File: config.mk
export PLATFORM = sky130hd
export DESIGN_NAME = tx_uart_fifo_flat
export DESIGN_NICKNAME = d
export VERILOG_FILES = /design/src/rtl/tx_uart_fifo_if.sv /design/src/rtl/tx_uart_fifo.sv /design/src/flat_wrapper.sv
export SDC_FILE = /design/constraint.sdc
export NUM_CORES = 1
export LEC_CHECK = 0
export CAP_MARGIN = 20
export CORE_ASPECT_RATIO = 0.6
export CORE_MARGIN = 2
export CORE_UTILIZATION = 58
export DETAILED_ROUTE_END_ITERATION = 8
export GPL_TIMING_DRIVEN = 1
export HOLD_SLACK_MARGIN = 0.06
export PLACE_DENSITY_LB_ADDON = 0.25
export SYNTH_ARGS = -nofsm -noshare
export SYNTH_HDL_FRONTEND = slang
export SYNTH_SLANG_ARGS = --single-unit
File: constraint.sdc
create_clock -name clk -period 4.7 [get_ports clk]
set_input_delay 0.94 -clock clk [delete_from_list [all_inputs] [get_ports clk]]
set_output_delay 0.94 -clock clk [all_outputs]
set_load 0.01 [all_outputs]
File: src/rtl/tx_uart_fifo_if.sv
// ---------------------------------------------------------------------------
// tx_uart_fifo_if
// Host-side byte interface of the UART transmitter.
//
// Handshake: tx_start is the valid strobe and tx_ready is the ready signal.
// A byte (tx_data) transfers on the rising clk edge where both are high.
// A tx_start seen while tx_ready is low does not stall. The byte is dropped,
// and tx_overflow pulses high for the following cycle.
//
// Signals
//   tx_data     host -> tx   byte to enqueue
//   tx_start    host -> tx   push strobe
//   tx_ready    tx -> host   FIFO not full
//   tx_busy     tx -> host   bytes queued or a frame on the wire
//   tx_overflow tx -> host   1-cycle pulse: push attempted while full
//   tx_level    tx -> host   bytes queued (not counting the one on the wire)
// Modports: master = host logic, slave = transmitter.
// ---------------------------------------------------------------------------
interface tx_uart_fifo_if #(
   parameter int FIFO_AW = 4
) ();
   logic [7:0]       tx_data;
   logic             tx_start;
   logic             tx_ready;
   logic             tx_busy;
   logic             tx_overflow;
   logic [FIFO_AW:0] tx_level;

   modport master (
      output tx_data, tx_start,
      input  tx_ready, tx_busy, tx_overflow, tx_level
   );

   modport slave (
      input  tx_data, tx_start,
      output tx_ready, tx_busy, tx_overflow, tx_level
   );
endinterface

File: src/rtl/tx_uart_fifo.sv
// ---------------------------------------------------------------------------
// tx_uart_fifo
// Serial 8N1 transmitter with a 2**FIFO_AW byte FIFO and a runtime baud divisor.
// Frames go out LSB first. Queued bytes are sent back-to-back with no idle gap.
// Each bit lasts baud_div+1 clk cycles.
//
// Optional feature: define TX_PARITY_EN to add a parity bit after data bit 7
// (parity = ^byte ^ parity_odd, with parity_odd sampled when the byte is popped).
//
// Ports
//   clk        in   system clock, rising edge
//   rst_n      in   asynchronous active-low reset
//   baud_div   in   cycles per bit minus one, reloaded at every bit boundary
//   parity_odd in   (TX_PARITY_EN only) 1 = odd, 0 = even parity
//   host       slave modport of tx_uart_fifo_if (push side, status)
//   tx_pin     out  registered serial line, idle high
//   fsm_state  out  current FSM state encoding, for observation
// ---------------------------------------------------------------------------
module tx_uart_fifo #(
   parameter int FIFO_AW = 4
) (
   input  logic                clk,
   input  logic                rst_n,
   input  logic [15:0]         baud_div,
`ifdef TX_PARITY_EN
   input  logic                parity_odd,
`endif
   tx_uart_fifo_if.slave       host,
   output logic                tx_pin,
   output logic [2:0]          fsm_state
);
   localparam int DEPTH = 2 ** FIFO_AW;

   typedef enum logic [2:0] {
      S_IDLE   = 3'd0,
      S_START  = 3'd1,
      S_DATA   = 3'd2,
      S_PARITY = 3'd3,
      S_STOP   = 3'd4
   } state_t;

   state_t             state, state_nx;
   logic [7:0]         mem [DEPTH];
   logic [FIFO_AW-1:0] wr_ptr, rd_ptr;
   logic [FIFO_AW:0]   count;
   logic               full, empty, push, pop;
   logic [15:0]        bit_timer, timer_nx;
   logic [2:0]         bit_index, index_nx;
   logic [7:0]         shift_q, shift_nx;
   logic               pin_nx, overflow_q, timer_done;
`ifdef TX_PARITY_EN
   logic               par_q, par_nx;
`endif

   assign full       = (count == (FIFO_AW + 1)'(DEPTH));
   assign empty      = (count == '0);
   // Fullness is judged on the pre-edge count, so a same-edge pop never
   // rescues a push into a full FIFO.
   assign push       = host.tx_start && !full;
   assign timer_done = (bit_timer == 16'd0);

   assign host.tx_ready    = !full;
   assign host.tx_busy     = !empty || (state != S_IDLE);
   assign host.tx_overflow = overflow_q;
   assign host.tx_level    = count;
   assign fsm_state        = state;

   // State register
   always_ff @(posedge clk or negedge rst_n) begin
      if (!rst_n) state <= S_IDLE;
      else        state <= state_nx;
   end

   // Next-state logic
   always_comb begin
      state_nx = state;
      case (state)
         S_IDLE:   if (!empty) state_nx = S_START;
         S_START:  if (timer_done) state_nx = S_DATA;
         S_DATA: begin
            if (timer_done && bit_index == 3'd7) begin
`ifdef TX_PARITY_EN
               state_nx = S_PARITY;
`else
               state_nx = S_STOP;
`endif
            end
         end
`ifdef TX_PARITY_EN
         S_PARITY: if (timer_done) state_nx = S_STOP;
`endif
         S_STOP:   if (timer_done) state_nx = empty ? S_IDLE : S_START;
         default:  state_nx = S_IDLE;
      endcase
   end

   // Output / datapath logic
   always_comb begin
      pop      = 1'b0;
      pin_nx   = tx_pin;
      timer_nx = bit_timer;
      index_nx = bit_index;
      shift_nx = shift_q;
`ifdef TX_PARITY_EN
      par_nx   = par_q;
`endif
      case (state)
         S_IDLE: begin
            pin_nx = 1'b1;
            pop    = !empty;
         end
         S_START: begin
            if (timer_done) begin
               pin_nx   = shift_q[0];
               timer_nx = baud_div;
               index_nx = 3'd0;
            end else begin
               timer_nx = bit_timer - 16'd1;
            end
         end
         S_DATA: begin
            if (timer_done) begin
               timer_nx = baud_div;
               if (bit_index != 3'd7) begin
                  index_nx = bit_index + 3'd1;
                  pin_nx   = shift_q[index_nx];
               end else begin
`ifdef TX_PARITY_EN
                  pin_nx = par_q;
`else
                  pin_nx = 1'b1;
`endif
               end
            end else begin
               timer_nx = bit_timer - 16'd1;
            end
         end
`ifdef TX_PARITY_EN
         S_PARITY: begin
            if (timer_done) begin
               pin_nx   = 1'b1;
               timer_nx = baud_div;
            end else begin
               timer_nx = bit_timer - 16'd1;
            end
         end
`endif
         S_STOP: begin
            if (timer_done) begin
               pin_nx = 1'b1;
               pop    = !empty;
            end else begin
               timer_nx = bit_timer - 16'd1;
            end
         end
         default: begin
            pin_nx   = 1'b1;
            timer_nx = 16'd0;
            index_nx = 3'd0;
         end
      endcase
      // A pop always begins a new frame: load the byte and drive the start bit.
      if (pop) begin
         shift_nx = mem[rd_ptr];
         pin_nx   = 1'b0;
         timer_nx = baud_div;
`ifdef TX_PARITY_EN
         par_nx   = ^mem[rd_ptr] ^ parity_odd;
`endif
      end
   end

   // FIFO storage needs no reset; the pointers and count define validity.
   always_ff @(posedge clk) begin
      if (push) mem[wr_ptr] <= host.tx_data;
   end

   always_ff @(posedge clk or negedge rst_n) begin
      if (!rst_n) begin
         tx_pin     <= 1'b1;
         bit_timer  <= 16'd0;
         bit_index  <= 3'd0;
         shift_q    <= 8'd0;
         wr_ptr     <= '0;
         rd_ptr     <= '0;
         count      <= '0;
         overflow_q <= 1'b0;
`ifdef TX_PARITY_EN
         par_q      <= 1'b0;
`endif
      end else begin
         tx_pin     <= pin_nx;
         bit_timer  <= timer_nx;
         bit_index  <= index_nx;
         shift_q    <= shift_nx;
         overflow_q <= host.tx_start && full;
`ifdef TX_PARITY_EN
         par_q      <= par_nx;
`endif
         if (push) wr_ptr <= wr_ptr + FIFO_AW'(1);
         if (pop)  rd_ptr <= rd_ptr + FIFO_AW'(1);
         case ({push, pop})
            2'b10:   count <= count + (FIFO_AW + 1)'(1);
            2'b01:   count <= count - (FIFO_AW + 1)'(1);
            default: count <= count;
         endcase
      end
   end
endmodule
File: src/flat_wrapper.sv
// flat-port wrapper written by rule: the top's interface ports become plain ports
module tx_uart_fifo_flat 
#(
   parameter int FIFO_AW = 4
)
  (clk, rst_n, baud_div, tx_pin, fsm_state, host_tx_data, host_tx_start, host_tx_ready, host_tx_busy, host_tx_overflow, host_tx_level);
  tx_uart_fifo_if #(.FIFO_AW(FIFO_AW)) host_i ();
  input  logic clk;
  input  logic rst_n;
  input  logic [15:0] baud_div;
  output logic tx_pin;
  output logic [2:0] fsm_state;
  input wire logic [$bits(host_i.tx_data)-1:0] host_tx_data;
  input wire logic [$bits(host_i.tx_start)-1:0] host_tx_start;
  output wire logic [$bits(host_i.tx_ready)-1:0] host_tx_ready;
  output wire logic [$bits(host_i.tx_busy)-1:0] host_tx_busy;
  output wire logic [$bits(host_i.tx_overflow)-1:0] host_tx_overflow;
  output wire logic [$bits(host_i.tx_level)-1:0] host_tx_level;
  assign host_i.tx_data = host_tx_data;
  assign host_i.tx_start = host_tx_start;
  assign host_tx_ready = host_i.tx_ready;
  assign host_tx_busy = host_i.tx_busy;
  assign host_tx_overflow = host_i.tx_overflow;
  assign host_tx_level = host_i.tx_level;
  tx_uart_fifo #(.FIFO_AW(FIFO_AW)) u_core (.clk(clk), .rst_n(rst_n), .baud_div(baud_div), .host(host_i), .tx_pin(tx_pin), .fsm_state(fsm_state));
endmodule
==> run summary <==
In this run, synthesis produced a sequential element count of 173. In this run the tightest slew margin relative to its limit is a little over a quarter. The slowest stage of the critical path is the nor3b_1 cell. The count of antenna-violating nets left after detailed routing came out at 0. Entering global routing, the biggest net connects 46 pins.

The via total after detailed routing is 4458. After global routing the overflow that remains totals 0. Leaving out fill and tap cells, the most frequent cell in the layout is edfxtp_1. The iteration count of the initial detailed-routing pass came out at 5.

Data arrives at the worst endpoint at 4.29 ns. The per-instance average area after synthesis is 16.1 um2. The first global-routing pass estimated 25900 um of wire. The horizontal die dimension came out at 152 um. After clock tree synthesis, the clock-pin slew on the worst setup and hold paths is about 0.07 ns. The number of warnings issued by yosys came out at 0.

After synthesis, the share of flip-flops with an asynchronous set or reset is between 20% and 30%. The die outline height is just over 90 um. After synthesis, the netlist uses 60 different library cells.

The placed cell count is 661. Of the total power, the share spent switching nets is 27.7%. Post-CTS timing repair inserted 0 buffers for setup. For this design the top-level I/O count stands at 39. The mean number of vias per cell came out at 6.41. The footprint of the flip-flops and latches came out at 4970 um2. The clock network burns around a third of the power. The number of maximum-capacitance violations is 0. The mapped netlist covers 7610 um2.

The tree is rooted in a clkbuf_16. The clock buffer count from CTS is 17. The number of non-filler instances in the completed layout came out at 695. The number of buffer cells added on primary ports is 38. The congestion estimate from routability-driven global placement came to just under 0.9. In the layout the commonest cells are edfxtp_1, dfrtp_1, mux4_2, nor2_1, clkdlybuf4s50_1. The net count reported at finish came out at ~550. The count of pins over their slew limit came out at 0. The cell count after synthesis came out at 473. The register-to-register path setup slack is 0.72 ns. The detailed-placement wirelength estimate is around 11000 um. The final-report hold violation count came out at 0. TritonCTS built the clock tree. The cell area after placement is between 8000 and 9000 um2. The repair_antennas step left the layout with diodes totalling 0.

The basic-gate share of the synthesized area counting and, or, nand and nor cells is 8.25%. IR analysis of the VDD net gives a maximum drop of 340 uV. The startpoint type of the worst setup path is a flop. The number of global-route vias before repair came out at 4354. The run finished with clean final reports. Of the total synthesized cell area, the portion taken by XOR and XNOR cells is 1.48%.

After layout, the minimum clock period comes to 3.98 ns. The main combinational cell family by area after synthesis is multiplexers. The count of instances resized after the clock tree is built is 0.

After detailed routing, the total wire length is 16500 um. Global routing consumed, on the met2 layer, 35.5% of the routing resources. The effective utilization at floorplan came out at roughly three fifths. The final total negative setup slack is 0 ns. The synthesized netlist net count came out at 510. The most common flop cell mapped by yosys is edfxtp_1. Combinational cells account for 14.7% of the total power.

Cell internal power was estimated by the tool at 2.78 mW. The global routing stage identified its most utilized layer as met1. The met3 layer usage reported by global route is 5.80%. The clock latency of the later-clocked register in the worst-skew pair came out at 0.42 ns. The global routing usage summed across all routing layers is around 25%.

For the pin with the worst max-slew slack, the measured transition is around 1.1 ns. Setup violations remaining at the end of the flow were counted as 0. The fmax is around 0.25 GHz. The data required time at the worst endpoint is 5.01 ns. The maximum count of clock buffers along a single path is 2.

The initial detailed-routing violation count is 335. The H-tree was split into 4 levels. The post-synthesis to final-layout area growth is 13.8%. The min-delay analysis places its worst path in the category in -> async. The stage delay of the slowest cell on the critical path came out at 0.49 ns. The critical path goes through inv_1, ha_1, nor3b_1, nand4b_2, o21ai_4, and3_1, buf_4, ha_1, inv_1, nand3_1, mux2i_1, nor4_1, nand4_1, o311a_1.

The final standard cell area without fillers is 8660 um2. The top fanout value on the critical path is 14. The critical path is of the reg -> reg type. The final worst hold slack came out at ~0.35 ns. Counting every sink on the clock net gives 173. The core region is 12800 um2. The DRC violation count after routing is 0. The number of standard-cell rows in the floorplan came out at 32.

The compound-cell area share of the yosys netlist came out at 6.10%. The clock tree skew after final layout is 0.00949 ns. The area occupied by multi-input gates came out at between 2000 and 2500 um2.

The portion of synthesized area spent on multiplexers is 14.6%. Yosys mapped a number of flops with a built-in enable equal to 128. The period utilization came out at a little over four fifths.

The kind of capture point of the worst setup path is a flop. The number of antenna violations at the first check in global routing is 0. The proportion of power drawn by flip-flops and latches is a little over half. The final-layout fill cell count is 859. The total die area came out at ~14000 um2. The net switching power figure is ~1.1 mW. Global routing consumed, on the met1 layer, ~40% of the routing resources. The power density over cell area came out at 444 nW/um2. In the final routed layout, each cell accounts on average for 23.8 um.

The leakage power figure came out at 3.02 nW. The sequential cell area fraction in the yosys report is about 65%. The number of hold buffers added after CTS was 0.

After Yosys synthesis, full adders, half adders and majority gates account for 1.64% of the synthesized area. Setup repair after global routing left no endpoint under its margin. Cells with a size suffix above 1 make up 19.0% of the layout.
## final cells by class
cell class                      instances  area share (%)
Tap cell                              170            2.46
Clock inverter                         14            1.11
Multi-Input combinational cell        262            28.2
Timing Repair Buffer                   47            5.40
Sequential cell                       173            57.4
Clock buffer                           18            4.96
Inverter                               11           0.477
## routing by layer
metal | vias to the layer above | wire length, um
met5 | - | 0
met4 | 0 | 203
met3 | 24 | 1500
met2 | 228 | 7240
met1 | 2255 | 7580
li1 | 1951 | -
## Yosys cell counts (all sizes together) (5+ instances only)
cell type	n	share of area, %
nand4	5	0.61
nand3	7	0.53
nor2	39	2.0
nor4	6	0.58
a221o	11	1.4
nand2	22	1.1
ha	10	1.6
mux2	11	1.6
mux4	42	12
a21oi	10	0.66
clkbuf	13	0.69
edfxtp	128	51
dfrtp	44	14
o21ai	18	1.3
xnor2	9	1.1
buf	14	1.4
o2bb2ai	5	0.58
nor3	18	1.2
inv	11	0.54
## worst max-delay path: cells and delay by family, from the launching register on
| family | cells | cell delay [ns] |
|---|---|---|
| flops | 1 | 0.40 |
| mux | 1 | 0.07 |
| buf+inv | 3 | 0.48 |
| fa+ha+maj | 2 | 0.55 |
| simple gates | 6 | 1.85 |
| compound gates | 2 | 0.51 |
## worst paths after layout
kind | start | endpoint | cells after the start
hold / removal | rst_n | u_core.bit_timer[8] | 1
hold reg to reg | u_core.shift_q[3] | u_core.shift_q[3] | 1
max in group asynchronous | rst_n | u_core.tx_pin | 2
setup reg to reg | u_core.bit_timer[0] | u_core.host.tx_level[3] | 14
min in group clk | u_core.shift_q[3] | u_core.shift_q[3] | 1
setup / recovery | u_core.bit_timer[0] | u_core.host.tx_level[3] | 14
## kinds of logic after synthesis
logic type	count (synthesis)
DFF	173
and+or+nand+nor	120
AOI/OAI and AO/OA	63
muxes	57
buffers and inverters	38
xor gates and xnor gates	12
adders and majority gates	10
## flip-flops by register name (all words and copies together) (netlist names)
signal	cells
u_core.fsm_state	3
u_core.tx_pin	1
u_core.host.tx_overflow	1
u_core.rd_ptr	4
u_core.bit_index	3
u_core.wr_ptr	4
u_core.host.tx_level	5
u_core.mem	128
u_core.bit_timer	16
u_core.shift_q	8
## power by group through the flow
stage / registers, mW / clock network, mW / logic, mW
final: 2.02 / 1.26 / 0.566
after global routing: 2.05 / 1.34 / 0.621
after CTS: 2.02 / 1.28 / 0.562
after detailed placement: 2.05 / 0 / 0.558
after global placement: 2.03 / 0 / 0.542
after floorplan: 1.97 / 0 / 0.400
## metrics by stage
step           power [mW]  utilization, %  worst slack (ns)
2_1_floorplan        2.37               -              1.38
3_3_place_gp         2.57            63.2              1.11
3_5_place_dp         2.60            63.2             0.868
4_1_cts              3.86            67.3             0.824
5_1_grt              4.00            67.6             0.310
6_report             3.85            67.6             0.720
Power figures use the tool's default switching activity.
